[src/rtl/updown_ctrl_pkg.sv]
// Shared opcode and FSM state definitions for the command-driven up/down counter.
package updown_ctrl_pkg;

   localparam logic [1:0] OP_NOP  = 2'b00;
   localparam logic [1:0] OP_UP   = 2'b01;
   localparam logic [1:0] OP_DOWN = 2'b10;
   localparam logic [1:0] OP_LOAD = 2'b11;

   typedef enum logic {
      ST_IDLE = 1'b0,
      ST_RUN  = 1'b1
   } state_t;

endpackage

[src/rtl/updown_core.sv]
// WIDTH-bit wrapping counter datapath with a registered wrap pulse.
module updown_core #(
   parameter int WIDTH = 4
) (
   input  logic             clk,
   input  logic             reset,
   input  logic             en,
   input  logic             dir,      // 0 = up, 1 = down
   input  logic             load,
   input  logic [WIDTH-1:0] load_val,
   output logic [WIDTH-1:0] count,
   output logic             wrap
);

   logic [WIDTH-1:0] count_q, count_d;
   logic             wrap_q, wrap_d;

   // Load takes priority over stepping and never reports a wrap.
   always_comb begin
      count_d = count_q;
      wrap_d  = 1'b0;
      if (load) begin
         count_d = load_val;
      end else if (en) begin
         if (dir) begin
            count_d = count_q - WIDTH'(1);
            wrap_d  = (count_q == '0);
         end else begin
            count_d = count_q + WIDTH'(1);
            wrap_d  = (count_q == '1);
         end
      end
   end

   always_ff @(posedge clk) begin
      if (reset) begin
         count_q <= '0;
         wrap_q  <= 1'b0;
      end else begin
         count_q <= count_d;
         wrap_q  <= wrap_d;
      end
   end

   assign count = count_q;
   assign wrap  = wrap_q;

endmodule

[src/rtl/updown_ctrl.sv]
// Command sequencer: accepts NOP/UP/DOWN/LOAD and steps the counter one position per cycle.
// Handshake: a command transfers on a rising edge where cmd_valid && cmd_ready; the master holds it otherwise.
module updown_ctrl
   import updown_ctrl_pkg::*;
#(
   parameter int WIDTH  = 4,
   parameter int STEP_W = 8
) (
   input  logic              clk,
   input  logic              reset,
   input  logic              cmd_valid,
   output logic              cmd_ready,
   input  logic [1:0]        cmd_op,
   input  logic [STEP_W-1:0] cmd_arg,
   input  logic              pause,
   output logic [WIDTH-1:0]  count,
   output logic              busy,
   output logic              done,
   output logic              wrap,
   output state_t            dbg_state
);

   state_t            state_q, state_d;
   logic [STEP_W-1:0] rem_q, rem_d;
   logic              dir_q, dir_d;
   logic              done_q, done_d;
   logic              core_en, core_load;
   logic              accept;

   assign cmd_ready = (state_q == ST_IDLE) && !reset;
   assign accept    = cmd_valid && cmd_ready;

   always_comb begin
      state_d   = state_q;
      rem_d     = rem_q;
      dir_d     = dir_q;
      done_d    = 1'b0;
      core_en   = 1'b0;
      core_load = 1'b0;
      case (state_q)
         ST_IDLE: begin
            if (accept) begin
               case (cmd_op)
                  OP_LOAD: begin
                     core_load = 1'b1;
                     done_d    = 1'b1;
                  end
                  OP_UP, OP_DOWN: begin
                     if (cmd_arg == '0) begin
                        done_d = 1'b1;
                     end else begin
                        dir_d   = (cmd_op == OP_DOWN);
                        rem_d   = cmd_arg;
                        state_d = ST_RUN;
                     end
                  end
                  default: done_d = 1'b1;
               endcase
            end
         end
         ST_RUN: begin
            // A paused cycle holds both count and remaining steps.
            if (!pause) begin
               core_en = 1'b1;
               rem_d   = rem_q - STEP_W'(1);
               if (rem_q == STEP_W'(1)) begin
                  state_d = ST_IDLE;
                  done_d  = 1'b1;
               end
            end
         end
         default: state_d = ST_IDLE;
      endcase
   end

   always_ff @(posedge clk) begin
      if (reset) begin
         state_q <= ST_IDLE;
         rem_q   <= '0;
         dir_q   <= 1'b0;
         done_q  <= 1'b0;
      end else begin
         state_q <= state_d;
         rem_q   <= rem_d;
         dir_q   <= dir_d;
         done_q  <= done_d;
      end
   end

   updown_core #(.WIDTH(WIDTH)) u_core (
      .clk      (clk),
      .reset    (reset),
      .en       (core_en),
      .dir      (dir_q),
      .load     (core_load),
      .load_val (cmd_arg[WIDTH-1:0]),
      .count    (count),
      .wrap     (wrap)
   );

   assign busy      = (state_q == ST_RUN);
   assign done      = done_q;
   assign dbg_state = state_q;

endmodule

[config.mk]
export PLATFORM = sky130hd
export DESIGN_NAME = updown_ctrl
export DESIGN_NICKNAME = d
export VERILOG_FILES = /design/src/rtl/updown_ctrl_pkg.sv /design/src/rtl/updown_core.sv /design/src/rtl/updown_ctrl.sv
export SDC_FILE = /design/constraint.sdc
export NUM_CORES = 1
export LEC_CHECK = 0
export CAP_MARGIN = 20
export CORE_AREA = 8 8 60 62
export DETAILED_ROUTE_END_ITERATION = 16
export DIE_AREA = 0 0 68 70
export DONT_BUFFER_PORTS = 1
export PLACE_DENSITY = 0.72
export RECOVER_POWER = 100
export SYNTH_ARGS = -nofsm -noshare
export SYNTH_HDL_FRONTEND = slang
export SYNTH_SLANG_ARGS = --single-unit
[constraint.sdc]
create_clock -name clk -period 1.9 [get_ports clk]
set_input_delay 0.475 -clock clk [delete_from_list [all_inputs] [get_ports clk]]
set_output_delay 0.475 -clock clk [all_outputs]
set_load 0.05 [all_outputs]
# Word-level counts from Yosys, hierarchy flattened
# Index checks and enable logic that the tools add are counted.
# totals
ff_bits	16
in_bits	14
wordCells	57
# op_classes
n_addsub	3
eq_ne	9
mux	26
bitwise	3
reduce_logical	10
# op_table
op	n
$mux W8	4
$mux W1	16
$pmux W8 S2	1
$mux W4	3
$eq A8 B1 Y1 const B	1
$logic_not A8 Y1	1
$reduce_and A4 Y1	2
$sub A8 B1 Y8 const B	1
$ne A2 B2 Y1 const B	3
$add A4 B1 Y4 const B	1
$eq A2 B2 Y1 const B	2
$eq A4 B4 Y1 const B	1
$logic_not A4 Y1	1
$pmux W1 S2	2
$sub A4 B1 Y4 const B	1
$not A1 Y1	3
$reduce_or A3 Y1	1
$eq A2 B1 Y1 const B	1
$logic_and A1 B1 Y1	2
$ne A2 B1 Y1 const B	1
$reduce_bool A2 Y1	1
$reduce_or A2 Y1	1
$logic_not A1 Y1	1

# Longest topological paths before layout
# depth
ltp_word	6
mapped_depth	7

# Modules after synthesis
# From an unflattened synthesis, not the netlist that was laid out.
# unflattened
cells_unflattened	135
area_unflattened_um2	1228.7
# by_module_without_submodules
mod	instances	cells_each	area_each_um2	seq_area_each_um2
updown_ctrl	1	95	894.6	220.2
updown_core	1	40	334.1	100.1

# Worst setup path after synthesis
# Ideal clock, no wire load.
# synth_path
kind	input -> output
startpoint	in reset
endpoint	out cmd_ready
arrival_ns	1.595
path_slack_ns	-0.170
stages	3
n_path_buf	2
cell_sequence	buf_1 clkbuf_1 nor2_1
# synth_between
elab_chain_len	2
# synth_lines
item	line_no	rtl
from (decl)	updown_ctrl.sv:10	input logic reset,
$logic_not A1 Y1	updown_ctrl.sv:30	assign cmd_ready = (state_q == ST_IDLE) && !reset;
$logic_and A1 B1 Y1	updown_ctrl.sv:30	
to (decl)	updown_ctrl.sv:12	output logic cmd_ready,
# Every way passes these cells.

# Worst setup path in the final report
# layout_path
startpoint	reg state_q, in the netlist busy
endpoint	out busy
# layout_rtl
item	line_no	rtl
from (decl)	updown_ctrl.sv:23	state_t state_q, state_d;
from (signal assigned)	updown_ctrl.sv:83	state_q <= state_d;
to (decl)	updown_ctrl.sv:17	output logic busy,
# No word-level cell between the ends.

==> metrics.csv <==
metric,value,unit
status,"complete, no violations",
CP Launch Type,flip-flop,
clk_lat worst skew,280,ps
normalized max-slew margin,0.5001,
Post-Synthesis Cell Area,0.001140,mm2
share of layout cells above drive strength 1,0.1716,
Yosys top cell area share,0.2810,
WHS,246.0,ps
DRC viols,0,
Most used DFF post-synth,dfxtp_1,
"Hold Vio Cnt, Final",0,
Iteration-0 DRC Markers,33,
top-count cell post-synth,nor2_1,
Yosys reg bits,16,
Yosys warning count,0,
clock slew at reported path FFs,100,ps
most frequent cells after synthesis,"17 x nor2_1, 16 x dfxtp_1, 13 x a21oi_1, 8 x inv_1",
Yosys cell types,44,
combinational share of power,0.259,
core area,0.002663,mm2
max-slew violation count,0,
die area,0.004760,mm2
cell row count,19,
ant diodes,0,
Clk pwr share,0.240,
post-detail-place hpwl,2.164,mm
Ports,23,
1st-pass router iterations,4,
maxcap violations,0,
Gate Count Post-Synth,130,
largest net degree at the start of global routing,26,
min Tclk post-route,1735,ps
PD cells,627.9,mW/mm2
Worst VDD drop,0.0003867,V
clock root cell,clkbuf_4,
Synth Area in Compound Gates,0.2788,
first-pass GRT wire length,4.836,mm
Tightest Pin Transition,749.8,ps
sw frac,0.3282,
GP Congestion,0.7722,
Leak,0.4413,nW
CTS tree,yes,
CTS Hold Bufs,0,
aggregate global-route resource usage,0.1231,
Vias/cell,6.139,
RSZ-0062 raised after global routing,no,
reg-to-reg endpoint,done,
P&R area growth vs syn,4.171,%
endpoints failing setup,0,
Reg power frac,0.501,
clock sinks,16,
initial core utilization,0.4281,
vias in the first global route,999,
Post-Place Setup Slack,-34.57,ps
synth top area cells,"dfxtp_1 28%, o32ai_2 7.1%, ha_1 6.6%, a21oi_1 5.7%, nor2_1 5.6%",
Final WS setup,164.8,ps
total congestion overflow,0,
Clock Skew,5.584,ps
WHS Path Cells,1,
Adder-Cell Fraction of Synth Area,0.08342,
"area leader, netlist",dfxtp_1,
Final nets,157,
R2R depth,4,
WP data arrival,1260,ps
Buffers on Ports,0,
CTS Buf Count,3,
Post-synth ARST share,0,
final worst-path cycle share,0.9133,
Worst setup endpoint,busy,
reg2reg start,rem_q[3],
Mapped Nets,151,
number of fill cells in the layout,268,
Routed WL per cell,16.98,um
chip width,68,um
multiplexer share of the synthesized area,0.01756,
post-cts resize count,0,
post-route ant nets,0,
Critical Path RT,1420,ps
# Post-CTS Setup Buffers,0,
worst min path class,input pin to flip-flop,
crit path capture type,primary output,
Sw Pwr,0.2447,mW
via count,1013,
fmax,576.3,MHz
CP Max Fanout,11,
Crit. Startpoint,busy,
Total Wirelength,2.802,mm
# H-tree levels,1,
antenna violations before repair,0,
largest family of logic cells by synthesized area,compound AO/OA/AOI/OAI gates,
xor-xnor portion of the synthesized cell area,0.02305,
register area share after synthesis,0.2810,
worst reg2reg setup slack,230,ps
Synth Area in Simple Gates,0.2547,
Max Root-Sink Buffers,2,
"EDFF count, synth",0,
die height,70,um
Internal,0.5008,mW
CP Class,flip-flop to primary output,
Mean Syn Cell Area,8.768,um2
[logic make-up after synthesis]
| family | after synthesis |
|---|---|
| AO/OA/AOI/OAI | 37 |
| XOR/XNOR | 3 |
| adder cells (fa/ha/maj) | 7 |
| buffers and inverters | 15 |
| flip-flops | 16 |
| multiplexers | 2 |
| AND/OR/NAND/NOR | 50 |
[worst min-delay path by stage]
| stage | slack, ps | startpoint | endpoint |
|---|---|---|---|
| 2_1_floorplan | 470 | rem_q[7] | rem_q[7] |
| 3_3_place_gp | 490 | rem_q[7] | rem_q[7] |
| 3_5_place_dp | 510 | rem_q[5] | rem_q[5] |
| 4_1_cts | 240 | reset | rem_q[1] |
| 5_1_grt | 230 | reset | rem_q[1] |
| 6_report | 250 | reset | rem_q[1] |
[placed cells by master, fill, tap and decap left out, drive strengths merged, types with 3 or more instances in the layout]
cell type,netlist,layout
ha,6,6
nand2,5,5
a22oi,3,3
nand2b,6,6
a21oi,13,13
clkbuf,2,9
dfxtp,16,16
nor3,5,5
nand3,3,3
inv,8,8
o32ai,5,5
nor2,18,18
a221oi,4,4
[final cells by class]
| cell class | instances | area (um2) | share of cell area |
|---|---|---|---|
| Clock buffer | 3 | 22.52 | 0.01897 |
| Timing Repair Buffer | 8 | 46.29 | 0.03899 |
| Sequential cell | 16 | 320.3 | 0.2698 |
| Inverter | 8 | 30.03 | 0.02529 |
| Tap cell | 31 | 38.79 | 0.03267 |
| Multi-Input combinational cell | 99 | 729.5 | 0.6143 |
[stage by stage]
step | area [um2] | utilization | total power [mW] | instances | setup TNS [ps]
after floorplan | 1142 | - | 0.5498 | 130 | 0
after global placement | 1201 | 0.4511 | 0.5739 | 162 | 0
after detailed placement | 1201 | 0.4511 | 0.5817 | 162 | -46.57
after CTS | 1224 | 0.4596 | 0.7561 | 165 | 0
after global routing | 1187 | 0.4460 | 0.7893 | 165 | 0
final | 1187 | 0.4460 | 0.7455 | 165 | 0
[worst max-delay path, stage by stage, from the launching register on]
cell and delay, ps:
dfxtp_1 420, buf_4 210, clkbuf_4 350
[layer usage]
layer | GRT usage | routed length [um]
met1 | 0.1607 | 1197
met2 | 0.1868 | 1314
met3 | 0.04147 | 275
met4 | 0.02961 | 14
met5 | 0 | 0
[registers in the layout, summed over array words and instances, names as in the netlist]
register,cells
busy,1
dir_q,1
done,1
rem_q,8
u_core.count,4
u_core.wrap,1
[power by group through the flow]
stage / Clock, mW / Combinational, mW / Sequential, mW
after floorplan: 0 / 0.155 / 0.395
after global placement: 0 / 0.194 / 0.380
after detailed placement: 0 / 0.201 / 0.381
after CTS: 0.182 / 0.201 / 0.373
after global routing: 0.201 / 0.213 / 0.375
final: 0.179 / 0.193 / 0.373
(Power assumes the default switching activity.)
==> patch: new RTL, same settings <==
`STEP_W`: 8 -> 10.
--- a/src/rtl/updown_ctrl.sv
+++ b/src/rtl/updown_ctrl.sv
@@ -6,3 +6,3 @@
    parameter int WIDTH  = 4,
-   parameter int STEP_W = 8
+   parameter int STEP_W = 10
 ) (
Ports: changed (resized cmd_arg); port bits go from 23 to 25. No check against the original RTL was run, so the function may have changed too.
==> patch against the unedited design <==
  * Area after synthesis increased by 9.4%
  * Sequential share of layout area increased by 0.22 points
  * Total power increased by 20%
  * Wire length increased by 16%
  * Design area increased by 12%
  * Clock power increased by 6%
  * Sequential cell count increased by 2
  * Setup slack got worse by 0.037 ns
  * Register-to-register slack got worse by 0.05 ns
  * Sequential power increased by 17%
  * Critical endpoint is now cmd_ready
==> patch: results (changes against the unedited design) <==
reg2reg_from: "rem_q[1]"  # was rem_q[3]
antenna_found_initial: 0  # unchanged
finalClockSkew_ns: 0.00394  # was 0.00558 ns
yosys.cell_types.count: 50  # was 44
detail_route.vias_per_cell: 6.38  # was 6.14
grt.total_usage: 0.135  # was 0.123
grt_first_pass_wirelength_mm: 5.26  # was 4.84 mm
syn_nets: 174  # was 151
hold_end: "done"  # was rem_q[1]
drtIter0Drc: 111  # was 33
grt_pass1_vias: 1105  # was 999
holdWs_ns: 0.238  # was 0.246 ns
worst_pin_slew_ns: 0.765  # was 0.750 ns
synth_compound_area_frac: 0.269  # was 0.279
wl_mm: 3.24  # was 2.80 mm
power.internal_mw: 0.579  # was 0.501 mW
largest_reg_flops: 10  # was 8
p_leak_nw: 0.495  # was 0.441 nW
cp_max_fo: 12  # was 11
ir_drop_mv: 0.411  # was 0.387 mV
r2r_slack_ns: 0.18  # was 0.23 ns
synthMuxAreaShare: 0.0160  # was 0.0176
place_congestion: 0.937  # was 0.772
ys_seq_area_frac: 0.289  # was 0.281
fin_nets: 182  # was 157
r2r_end: "rem_q[6]"  # was done
synthAdderAreaFrac: 0.0762  # was 0.0834
arrival_ns: 1.30  # was 1.26 ns
synth-xor-area-share: 0.0211  # was 0.0231
status: "finished clean"  # unchanged
dp_hpwl_mm: 2.48  # was 2.16 mm
grt_max_degree: 23  # was 26
drive_gt1_frac: 0.146  # was 0.172
## patch: worst max path at each step
stage / start / endpoint / cells after the start
floorplan: cmd_op[0] / rem_q[3] / 7
global placement: cmd_arg[5] / rem_q[1] / 5
detailed placement: cmd_arg[5] / rem_q[1] / 5
CTS: rem_q[1] / rem_q[8] / 6
global route: cmd_op[0] / rem_q[1] / 7
finish: busy / cmd_ready / 3
## patch: routing by layer
metal | vias up | GRT usage | share of wire
met3 | 6 | 0.0335 | 0.11
li1 | 581 | - | -
met4 | 0 | 0.0478 | 0.015
met5 | - | 0 | 0
met2 | 71 | 0.196 | 0.47
met1 | 542 | 0.185 | 0.40
## patch: cell families (layout without fill, tap and decap cells)
family,after synthesis,count (layout)
XOR/XNOR,3,3
AND/OR/NAND/NOR,56,56
adder cells (fa/ha/maj),7,7
flip-flops,18,18
multiplexers,2,2
buffers and inverters,20,26
AO/OA/AOI/OAI,45,45
## patch: per-stage QoR
step / worst slack, ns / utilization / area (um2) / setup TNS (ns) / std cells
after floorplan: 0.00305 / - / 1250 / 0 / 151
after global placement: 0.0181 / 0.500 / 1330 / 0 / 185
after detailed placement: -0.0178 / 0.500 / 1330 / -0.0178 / 185
after CTS: 0.228 / 0.509 / 1360 / 0 / 188
after global routing: 0.0367 / 0.498 / 1330 / 0 / 188
final: 0.128 / 0.498 / 1330 / 0 / 188
## patch: cell type report
cell class / count / share of cell area
clock buffer: 3 / 0.0170
sequential: 18 / 0.272
timing repair buffer: 12 / 0.0510
tap: 31 / 0.0293
inverter: 11 / 0.0312
multi-input combinational: 113 / 0.600
## patch: power groups by stage
stage	sequential (mW)	combinational, mW	clock, mW
finish	0.435	0.269	0.190
global route	0.439	0.295	0.210
CTS	0.435	0.276	0.195
detailed placement	0.443	0.275	0
global placement	0.442	0.270	0
floorplan	0.453	0.207	0
## patch: critical path: stages (launching register included)
cell and delay [ns]:
dfxtp_1 0.43, clkbuf_2 0.31, nor2_2 0.07, buf_4 0.19
